===== src/rtl/mips_pkg.sv =====
// Shared MIPS control-transfer encodings, next-PC select codes and the
// decoded-transfer record passed from the decoder to the redirect controller.
package mips_pkg;

  localparam logic [5:0] OP_RTYPE = 6'b000000;
  localparam logic [5:0] OP_BEQ   = 6'b000100;
  localparam logic [5:0] OP_BNE   = 6'b000101;
  localparam logic [5:0] OP_J     = 6'b000010;
  localparam logic [5:0] OP_JAL   = 6'b000011;

  localparam logic [5:0] FN_JR    = 6'b001000;
  localparam logic [5:0] FN_JALR  = 6'b001001;

  localparam logic [1:0] PCSRC_SEQ    = 2'b00;
  localparam logic [1:0] PCSRC_BRANCH = 2'b01;
  localparam logic [1:0] PCSRC_REG    = 2'b10;
  localparam logic [1:0] PCSRC_JUMP   = 2'b11;

  localparam logic [4:0] REG_RA = 5'd31;

  typedef enum logic {
    ST_IDLE     = 1'b0,
    ST_REDIRECT = 1'b1
  } state_e;

  typedef struct packed {
    logic        is_branch;
    logic        taken;
    logic [1:0]  pcsrc;
    logic [31:0] target;
    logic        is_link;
    logic [4:0]  link_reg;
  } xfer_t;

endpackage


===== src/rtl/ctrl_xfer_decode.sv =====
// Combinational decode of the ID instruction: classifies BEQ/BNE/J/JAL/JR/JALR,
// resolves the branch condition and picks the matching target.
module ctrl_xfer_decode
  import mips_pkg::*;
(
  input  logic [31:0] instr,
  input  logic [31:0] pc4,
  input  logic [31:0] rs,
  input  logic [31:0] rt,
  output xfer_t       xfer
);

  logic [5:0]  opcode;
  logic [5:0]  funct;
  logic [31:0] br_tgt;
  logic [31:0] jmp_tgt;

  assign opcode  = instr[31:26];
  assign funct   = instr[5:0];
  assign br_tgt  = pc4 + {{14{instr[15]}}, instr[15:0], 2'b00};
  assign jmp_tgt = {pc4[31:28], instr[25:0], 2'b00};

  always_comb begin
    xfer = '0;
    unique case (opcode)
      OP_BEQ, OP_BNE: begin
        xfer.is_branch = 1'b1;
        xfer.taken     = (opcode == OP_BEQ) ? (rs == rt) : (rs != rt);
        xfer.pcsrc     = PCSRC_BRANCH;
        xfer.target    = br_tgt;
      end
      OP_J, OP_JAL: begin
        xfer.taken    = 1'b1;
        xfer.pcsrc    = PCSRC_JUMP;
        xfer.target   = jmp_tgt;
        xfer.is_link  = (opcode == OP_JAL);
        xfer.link_reg = REG_RA;
      end
      OP_RTYPE: begin
        if (funct == FN_JR || funct == FN_JALR) begin
          xfer.taken    = 1'b1;
          xfer.pcsrc    = PCSRC_REG;
          xfer.target   = rs;
          xfer.is_link  = (funct == FN_JALR);
          xfer.link_reg = instr[15:11];
        end
      end
      default: ;
    endcase
  end

endmodule


===== src/rtl/pc_redirect_ctrl.sv =====
// Decode-stage redirect controller: registers a one-cycle next-PC redirect with
// IF/ID flushes, the JAL/JALR link write and branch statistics.
module pc_redirect_ctrl
  import mips_pkg::*;
#(
  parameter int DELAY_SLOT = 0,
  parameter int CNT_W      = 32
) (
  input  logic             clk,
  input  logic             rst,
  input  logic             stall,
  input  logic             id_valid,
  input  logic [31:0]      id_instr,
  input  logic [31:0]      id_pc4,
  input  logic [31:0]      rs_data,
  input  logic [31:0]      rt_data,
  output logic [1:0]       pcsrc,
  output logic [31:0]      branch_target,
  output logic [31:0]      register_target,
  output logic [31:0]      jump_target,
  output logic             flush_if,
  output logic             flush_id,
  output logic             link_we,
  output logic [4:0]       link_reg,
  output logic [31:0]      link_data,
  output logic [CNT_W-1:0] branch_cnt,
  output logic [CNT_W-1:0] taken_cnt
);

  xfer_t xfer;

  ctrl_xfer_decode u_dec (
    .instr (id_instr),
    .pc4   (id_pc4),
    .rs    (rs_data),
    .rt    (rt_data),
    .xfer  (xfer)
  );

  state_e           state_q, state_d;
  logic [1:0]       pcsrc_q, pcsrc_d;
  logic [31:0]      br_tgt_q, br_tgt_d;
  logic [31:0]      reg_tgt_q, reg_tgt_d;
  logic [31:0]      jmp_tgt_q, jmp_tgt_d;
  logic             flush_if_q, flush_if_d;
  logic             flush_id_q, flush_id_d;
  logic             link_we_q, link_we_d;
  logic [4:0]       link_reg_q, link_reg_d;
  logic [31:0]      link_data_q, link_data_d;
  logic [CNT_W-1:0] branch_cnt_q, branch_cnt_d;
  logic [CNT_W-1:0] taken_cnt_q, taken_cnt_d;
  logic             accept;

  // The instruction sitting in ID during REDIRECT is never decoded.
  assign accept = (state_q == ST_IDLE) && id_valid && !stall;

  always_comb begin
    state_d      = state_q;
    pcsrc_d      = pcsrc_q;
    br_tgt_d     = br_tgt_q;
    reg_tgt_d    = reg_tgt_q;
    jmp_tgt_d    = jmp_tgt_q;
    flush_if_d   = flush_if_q;
    flush_id_d   = flush_id_q;
    link_we_d    = 1'b0;
    link_reg_d   = link_reg_q;
    link_data_d  = link_data_q;
    branch_cnt_d = branch_cnt_q;
    taken_cnt_d  = taken_cnt_q;

    unique case (state_q)
      ST_IDLE: begin
        pcsrc_d    = PCSRC_SEQ;
        flush_if_d = 1'b0;
        flush_id_d = 1'b0;
        if (accept) begin
          if (xfer.is_branch) branch_cnt_d = branch_cnt_q + CNT_W'(1);
          if (xfer.taken) begin
            state_d     = ST_REDIRECT;
            pcsrc_d     = xfer.pcsrc;
            flush_if_d  = 1'b1;
            flush_id_d  = (DELAY_SLOT == 0);
            taken_cnt_d = taken_cnt_q + CNT_W'(1);
            unique case (xfer.pcsrc)
              PCSRC_BRANCH: br_tgt_d  = xfer.target;
              PCSRC_REG:    reg_tgt_d = xfer.target;
              PCSRC_JUMP:   jmp_tgt_d = xfer.target;
              default: ;
            endcase
          end
          if (xfer.is_link) begin
            link_we_d   = 1'b1;
            link_reg_d  = xfer.link_reg;
            link_data_d = (DELAY_SLOT != 0) ? id_pc4 + 32'd4 : id_pc4;
          end
        end
      end
      ST_REDIRECT: begin
        if (!stall) begin
          state_d    = ST_IDLE;
          pcsrc_d    = PCSRC_SEQ;
          flush_if_d = 1'b0;
          flush_id_d = 1'b0;
        end
      end
      default: state_d = ST_IDLE;
    endcase
  end

  always_ff @(posedge clk) begin
    if (rst) begin
      state_q      <= ST_IDLE;
      pcsrc_q      <= PCSRC_SEQ;
      br_tgt_q     <= '0;
      reg_tgt_q    <= '0;
      jmp_tgt_q    <= '0;
      flush_if_q   <= 1'b0;
      flush_id_q   <= 1'b0;
      link_we_q    <= 1'b0;
      link_reg_q   <= '0;
      link_data_q  <= '0;
      branch_cnt_q <= '0;
      taken_cnt_q  <= '0;
    end else begin
      state_q      <= state_d;
      pcsrc_q      <= pcsrc_d;
      br_tgt_q     <= br_tgt_d;
      reg_tgt_q    <= reg_tgt_d;
      jmp_tgt_q    <= jmp_tgt_d;
      flush_if_q   <= flush_if_d;
      flush_id_q   <= flush_id_d;
      link_we_q    <= link_we_d;
      link_reg_q   <= link_reg_d;
      link_data_q  <= link_data_d;
      branch_cnt_q <= branch_cnt_d;
      taken_cnt_q  <= taken_cnt_d;
    end
  end

  assign pcsrc           = pcsrc_q;
  assign branch_target   = br_tgt_q;
  assign register_target = reg_tgt_q;
  assign jump_target     = jmp_tgt_q;
  assign flush_if        = flush_if_q;
  assign flush_id        = flush_id_q;
  assign link_we         = link_we_q;
  assign link_reg        = link_reg_q;
  assign link_data       = link_data_q;
  assign branch_cnt      = branch_cnt_q;
  assign taken_cnt       = taken_cnt_q;

endmodule


===== config.mk =====
export PLATFORM = sky130hd
export DESIGN_NAME = pc_redirect_ctrl
export DESIGN_NICKNAME = d
export VERILOG_FILES = /design/src/rtl/mips_pkg.sv /design/src/rtl/ctrl_xfer_decode.sv /design/src/rtl/pc_redirect_ctrl.sv
export SDC_FILE = /design/constraint.sdc
export NUM_CORES = 1
export LEC_CHECK = 0
export CAP_MARGIN = 10
export CORE_ASPECT_RATIO = 0.75
export CORE_MARGIN = 2
export CORE_UTILIZATION = 35
export CTS_BUF_LIST = sky130_fd_sc_hd__clkbuf_8
export CTS_CLUSTER_DIAMETER = 150
export DETAILED_ROUTE_END_ITERATION = 8
export GPL_TIMING_DRIVEN = 0
export PLACE_DENSITY = 0.73
export SYNTH_ARGS = -nofsm -noshare
export SYNTH_HDL_FRONTEND = slang
export SYNTH_SLANG_ARGS = --single-unit

===== constraint.sdc =====
create_clock -name clk -period 4.3 [get_ports clk]
set_clock_uncertainty 0.15 [all_clocks]
set_input_delay 0.86 -clock clk [delete_from_list [all_inputs] [get_ports clk]]
set_output_delay 0.86 -clock clk [all_outputs]
set_load 0.01 [all_outputs]

# Word level (Yosys, flattened, before mapping)
# Cells that the tools add are included.
op_classes:
  muxes: 16
  n_eq_ne: 12
  add_sub_neg: 3
  n_bitwise: 2
  n_reduce_logical: 14
op_table:
  columns: ["op", "count"]
  rows:
  - ["case mux 35 bit (3 select lines)", 1]
  - ["adder 32 x 1 -> 32 bit (second input constant)", 2]
  - ["2-to-1 mux 41 bit", 1]
  - ["adder 32 bit", 1]
  - ["== test 32 bit", 1]
  - ["!= test 32 bit", 1]
  - ["== test 6 x 2 -> 1 bit (second input constant)", 2]
  - ["== test 6 x 3 -> 1 bit (second input constant)", 2]
  - ["== test 6 x 4 -> 1 bit (second input constant)", 2]
  - ["case mux 6 bit (2 select lines)", 1]
  - ["AND reduction 4 bit", 3]
  - ["AND reduction 3 bit", 3]
  - ["2-to-1 mux 1 bit", 7]
  - ["zero test 6 bit", 1]
  - ["2-to-1 mux 2 bit", 3]
  - ["== test 2 bit (second input constant)", 2]
  - ["case mux 1 bit (2 select lines)", 2]
  - ["case mux 2 bit (2 select lines)", 1]
  - ["OR reduction 2 bit", 2]
  - ["OR reduction 3 bit", 1]
  - ["== test 2 x 1 -> 1 bit (second input constant)", 1]
  - ["logical AND 1 bit", 2]
  - ["!= test 2 bit (second input constant)", 1]
  - ["inverter 1 bit", 2]
  - ["2 further kinds", 2]
totals:
  word_cells: 58
  register_bits: 202

# Depth between registers and ports, before layout
logic_depth:
  word_depth: 7
  ltp_mapped: 10

# Modules after synthesis
# From an unflattened synthesis, not the netlist that was laid out.
unflattened:
  hier_cells: 1328
  area_unflattened_um2: 10326.2
modules_own_cells:
  columns: ["mod", "area_each_um2", "n_inst", "cells_per_inst", "seq_area_each_um2"]
  rows:
  - ["pc_redirect_ctrl", 7746.2, 1, 962, 4043.9]
  - ["ctrl_xfer_decode", 2580.0, 1, 366, 0.0]

# Least setup slack after synthesis
# Ideal clock, no wire load.
synth_timing:
  path_type: "input port to flip-flop"
  startpoint: "in id_instr[0]"
  endpoint: "reg br_tgt_q[30], in the netlist branch_target[30]"
  path_buffers: 0
  stages: 10
  t_arrival_ns: 3.093
  setup_slack_ns: 0.932
  path_cell_list: "ha_1 -> fa_1 -> a211oi_1 -> o211ai_1 -> a41oi_1 -> o211ai_1 -> a31o_2 -> a221oi_1 -> xor2_1 -> o21ai_0"
synth_via:
  elab_chain_cells: 6
  word_cells_on_any_way: 8
  cone_classes: "add/sub: 1; eq/ne: 3; mux: 2; reduce/logical: 2"
synth_lines:
  columns: ["item", "line", "text"]
  rows:
  - ["from (decl)", "pc_redirect_ctrl.sv:13", "input logic [31:0] id_instr,"]
  - ["branches (longest 3 deep; another with adder 32 bit)", null, null]
  - ["case mux 35 bit (3 select lines) (*)", "ctrl_xfer_decode.sv:25", "unique case (opcode)"]
  - ["== test 2 x 1 -> 1 bit", "pc_redirect_ctrl.sv:84", "unique case (xfer.pcsrc)"]
  - ["AND reduction 4 bit (no line)", null, null]
  - ["to (signal assigned)", "pc_redirect_ctrl.sv:127", "br_tgt_q <= br_tgt_d;"]
  - ["to (decl)", "pc_redirect_ctrl.sv:42", "logic [31:0] br_tgt_q, br_tgt_d;"]
# Mark *: on every way between the ends.
# A chain may end at the register's enable or synchronous reset.

# Worst setup path in the final report
layout_timing:
  startpoint: "in rs_data[12]"
  endpoint: "reg taken_cnt_q[24], in the netlist taken_cnt[24]"
layout_via:
  elab_chain_cells: 4
  word_cells_on_any_way: 5
  cone_classes: "eq/ne: 2; mux: 2; reduce/logical: 1"
layout_lines:
  columns: ["item", "line", "text"]
  rows:
  - ["from (decl)", "pc_redirect_ctrl.sv:15", "input logic [31:0] rs_data,"]
  - ["!= test 32 bit / == test 32 bit (equally long branches)", "ctrl_xfer_decode.sv:28", "xfer.taken = (opcode == OP_BEQ) ? (rs == rt) : (rs != rt);"]
  - ["2-to-1 mux 1 bit (*)", "ctrl_xfer_decode.sv:28", null]
  - ["case mux 35 bit (3 select lines) (*)", "ctrl_xfer_decode.sv:25", null]
  - ["AND reduction 3 bit (no line) (*)", null, null]
  - ["to (signal assigned)", "pc_redirect_ctrl.sv:136", "taken_cnt_q <= taken_cnt_d;"]
  - ["to (decl)", "pc_redirect_ctrl.sv:51", "logic [CNT_W-1:0] taken_cnt_q, taken_cnt_d;"]
# Mark *: on every way between the ends. The rest lies on a longest branch, timed or not.

==> impl_metrics.py <==
metrics = {
    "status": {
        "outcome": "completed",
    },
    "sta": {
        "worst_slack_ns": 0.1254,
        "final_max_slew_viol_count": 0,
        "unrepaired_setup_endpoints_after_global_routing": "false",
        "worst_pin_slew_ns": 1.128,
        "report.final.hold_viol_count": 0,
        "fin_tns_setup_ns": 0,
        "setup_viol_count_final": 0,
        "holdWs_ns": 0.3051,
        "timing.slew.headroom": 0.2477,
        "period_utilisation_layout": 0.9708,
        "period_minus_slack_ns": 4.175,
        "clock.fmax_ghz": 0.2395,
    },
    "clock_network": {
        "cts_hold_buffers": 0,
        "clk_pin_slew_ns": 0.06,
        "htree_levels": 2,
        "tritoncts_clock_tree": "yes",
        "cts-buffers-inserted": 34,
        "clk_path_buf_depth": 3,
        "worst_skew_pair_later_pin_latency_ns": 0.50,
        "tritoncts_num_sinks": 202,
        "clock-root-buffer": "clkbuf_8",
    },
    "logic_synthesis": {
        "synthTopCellsByArea": "dfxtp_1 41%, a211oi_1 5.8%, nand2_1 5.8%, nor2_1 5.7%, xnor2_1 5.2%",
        "synth_most_common_cell": "dfxtp_1",
        "syn-num-nets": 1349,
        "synth_common_cells": "202 x dfxtp_1, 152 x nand2_1, 149 x nor2_1",
        "synth-seq-area-share": 0.4103,
        "syn-instance-count": 1185,
        "ys_seq_elements": 202,
        "yosysTopAreaCell": "dfxtp_1",
        "yosys.area.top_type_share": 0.4103,
        "postSynthAreaPerCell_um2": 8.318,
        "synth.lib_cells_used.distinct": 62,
        "synth-async-reset-ratio": 0,
        "syn-cell-area_mm2": 0.009857,
        "yosys_warnings": 0,
        "postSynth.topFlopCell": "dfxtp_1",
        "synth-edff-count": 0,
    },
    "routing": {
        "post_drt_via_cell_ratio": 5.403,
        "via_total_after_detailed_routing": 10440,
        "route.antenna.remaining_nets": 0,
        "detailroute.wirelength.met3_mm": 3.185,
        "postRouteWirelength_mm": 39.70,
        "met1_length_mm": 18.22,
        "starting_drc_count_in_detailed_routing": 861,
        "drtPass1Iterations": 9,
        "remaining_design_rule_violation_count": 0,
        "maxUsedRoutingLayer": "met4",
        "routedWlPerCell_um": 20.54,
        "met2_length_mm": 17.41,
    },
    "power": {
        "pwr_cell_area_mw_per_mm2": 291.9,
        "finalPower_mw": 4.185,
        "total_leakage_power_nw": 4.885,
        "irDropWorstVdd_v": 0.0001513,
    },
    "critical_path": {
        "crit_fanout": 10,
        "timing.critical_path.arrival_ns": 4.39,
        "critical_path.startpoint_type": "input port",
        "worst-setup-path-type": "in -> reg",
        "cp_data_required_time_ns": 4.52,
        "cp-end-kind": "flop",
    },
    "worst_hold_path": {
        "hold_class": "reg -> reg",
    },
    "global_routing": {
        "antenna_violations_before_repair": 1,
        "grt_overflow": 0,
        "grt_start_max_net_pins": 18,
        "global_route_wire_length_before_repair_mm": 58.17,
        "globalRouteTotalUtil": 0.2612,
        "grt_pass1_vias": 9677,
    },
    "die": {
        "core_mm2": 0.02785,
        "io_pins": 334,
        "initial_cell_density_of_the_core": 0.3539,
        "area_of_the_die_mm2": 0.02954,
        "die_width_um": 197.8,
        "rows": 53,
        "die_h_um": 149.3,
    },
    "layout": {
        "final_nets": 1719,
        "final_core_util": 0.5148,
        "syn_to_final_growth_pct": 45.47,
        "final_cell_area_mm2": 0.01434,
        "finish.cell_count_without_fillers": 1933,
        "fill_cells": 2638,
        "final_layout_size_suffix_gt1_frac": 0.04508,
    },
    "job": {
        "timing.max_cap.violations": 0,
    },
    "place": {
        "placed_instance_count": 1875,
        "dpl.hpwl_mm": 31.63,
        "routabilityCongestion": 0.9587,
        "dpl-instance-area_mm2": 0.01364,
        "port_buffers": 333,
        "place_ws_ns": -0.7905,
    },
}
[worst max-delay path, stage by stage]
cell and delay [ns]:
clkdlybuf4s50_1 0.51, xnor2_2 0.32, nand4_1 0.35, nor4_4 0.49, nand3b_1 0.19, a21oi_4 0.39
o2111ai_1 0.29, clkbuf_1 0.27, clkbuf_1 0.29, o31ai_1 0.32, a21oi_1 0.10
[routing by layer]
layer,track usage,vias up
met5,0,-
met4,0.07519,0
met3,0.05177,52
met2,0.4025,442
met1,0.3696,4922
li1,-,5028
[logic make-up (layout without fill, tap and decap cells)]
kind of cell | Yosys count | count (layout) | synth area share
muxes | 8 | 8 | 0.008505
buffers and inverters | 84 | 474 | 0.03275
and+or+nand+nor | 468 | 468 | 0.2216
DFF | 202 | 202 | 0.4103
xor gates and xnor gates | 88 | 88 | 0.07819
other | 0 | 1 | 0
AOI/OAI and AO/OA | 303 | 303 | 0.2073
adders and majority gates | 32 | 32 | 0.04138
[area by class of cell]
type | count | area [µm²] | area share
Antenna cell | 1 | 2.502 | 0.0001745
Buffer | 73 | 281.5 | 0.01963
Clock buffer | 44 | 605.6 | 0.04223
Clock inverter | 12 | 75.07 | 0.005236
Inverter | 11 | 41.29 | 0.002880
Multi-Input combinational cell | 899 | 5507 | 0.3840
Sequential cell | 202 | 4044 | 0.2820
Tap cell | 357 | 446.7 | 0.03115
Timing Repair Buffer | 334 | 3336 | 0.2326
[report_power, final]
group | internal, mW | switching, mW | total, mW | leakage [nW]
combinational | 0.255 | 0.304 | 0.559 | 2.87
sequential | 1.88 | 0.00278 | 1.88 | 1.63
clock | 0.969 | 0.779 | 1.75 | 0.384
[repair_timing]
item	CTS	global route
pin swaps	1	1
setup endpoints to repair	11	5
cloned	0	0
buffers inserted	0	1
resized for setup	3	3
[worst paths after layout]
check | start | end | slack [ns] | cells past startpoint
worst max-delay path | rs_data[12] | taken_cnt[24]$_SDFFE_PP0P_ | 0.13 | 11
worst min-delay path | register_target[27]$_SDFFE_PP0P_ | register_target[27]$_SDFFE_PP0P_ | 0.31 | 2
worst max register to register | state_q$_SDFF_PP0_ | taken_cnt[24]$_SDFFE_PP0P_ | 1.16 | 8
worst min register to register | register_target[27]$_SDFFE_PP0P_ | register_target[27]$_SDFFE_PP0P_ | 0.31 | 2
[placed cells by master, fill, tap and decap left out, types with 6 or more instances in the layout]
cell,instances
a211oi_1,76
a21o_1,21
a21oi_1,91
a222oi_1,13
a22oi_1,10
and2_1,10
and3_1,20
and4_1,7
clkbuf_1,66
clkbuf_8,44
clkdlybuf4s50_1,332
dfxtp_1,202
ha_1,31
inv_1,21
nand2_1,152
nand3_1,26
nand4_1,25
nor2_1,149
nor2b_1,8
nor3_1,24
o211ai_1,6
o21a_1,6
o21ai_0,27
o31ai_1,15
or3_1,11
or4_1,15
xnor2_1,57
xor2_1,30
(Power assumes the default switching activity.)
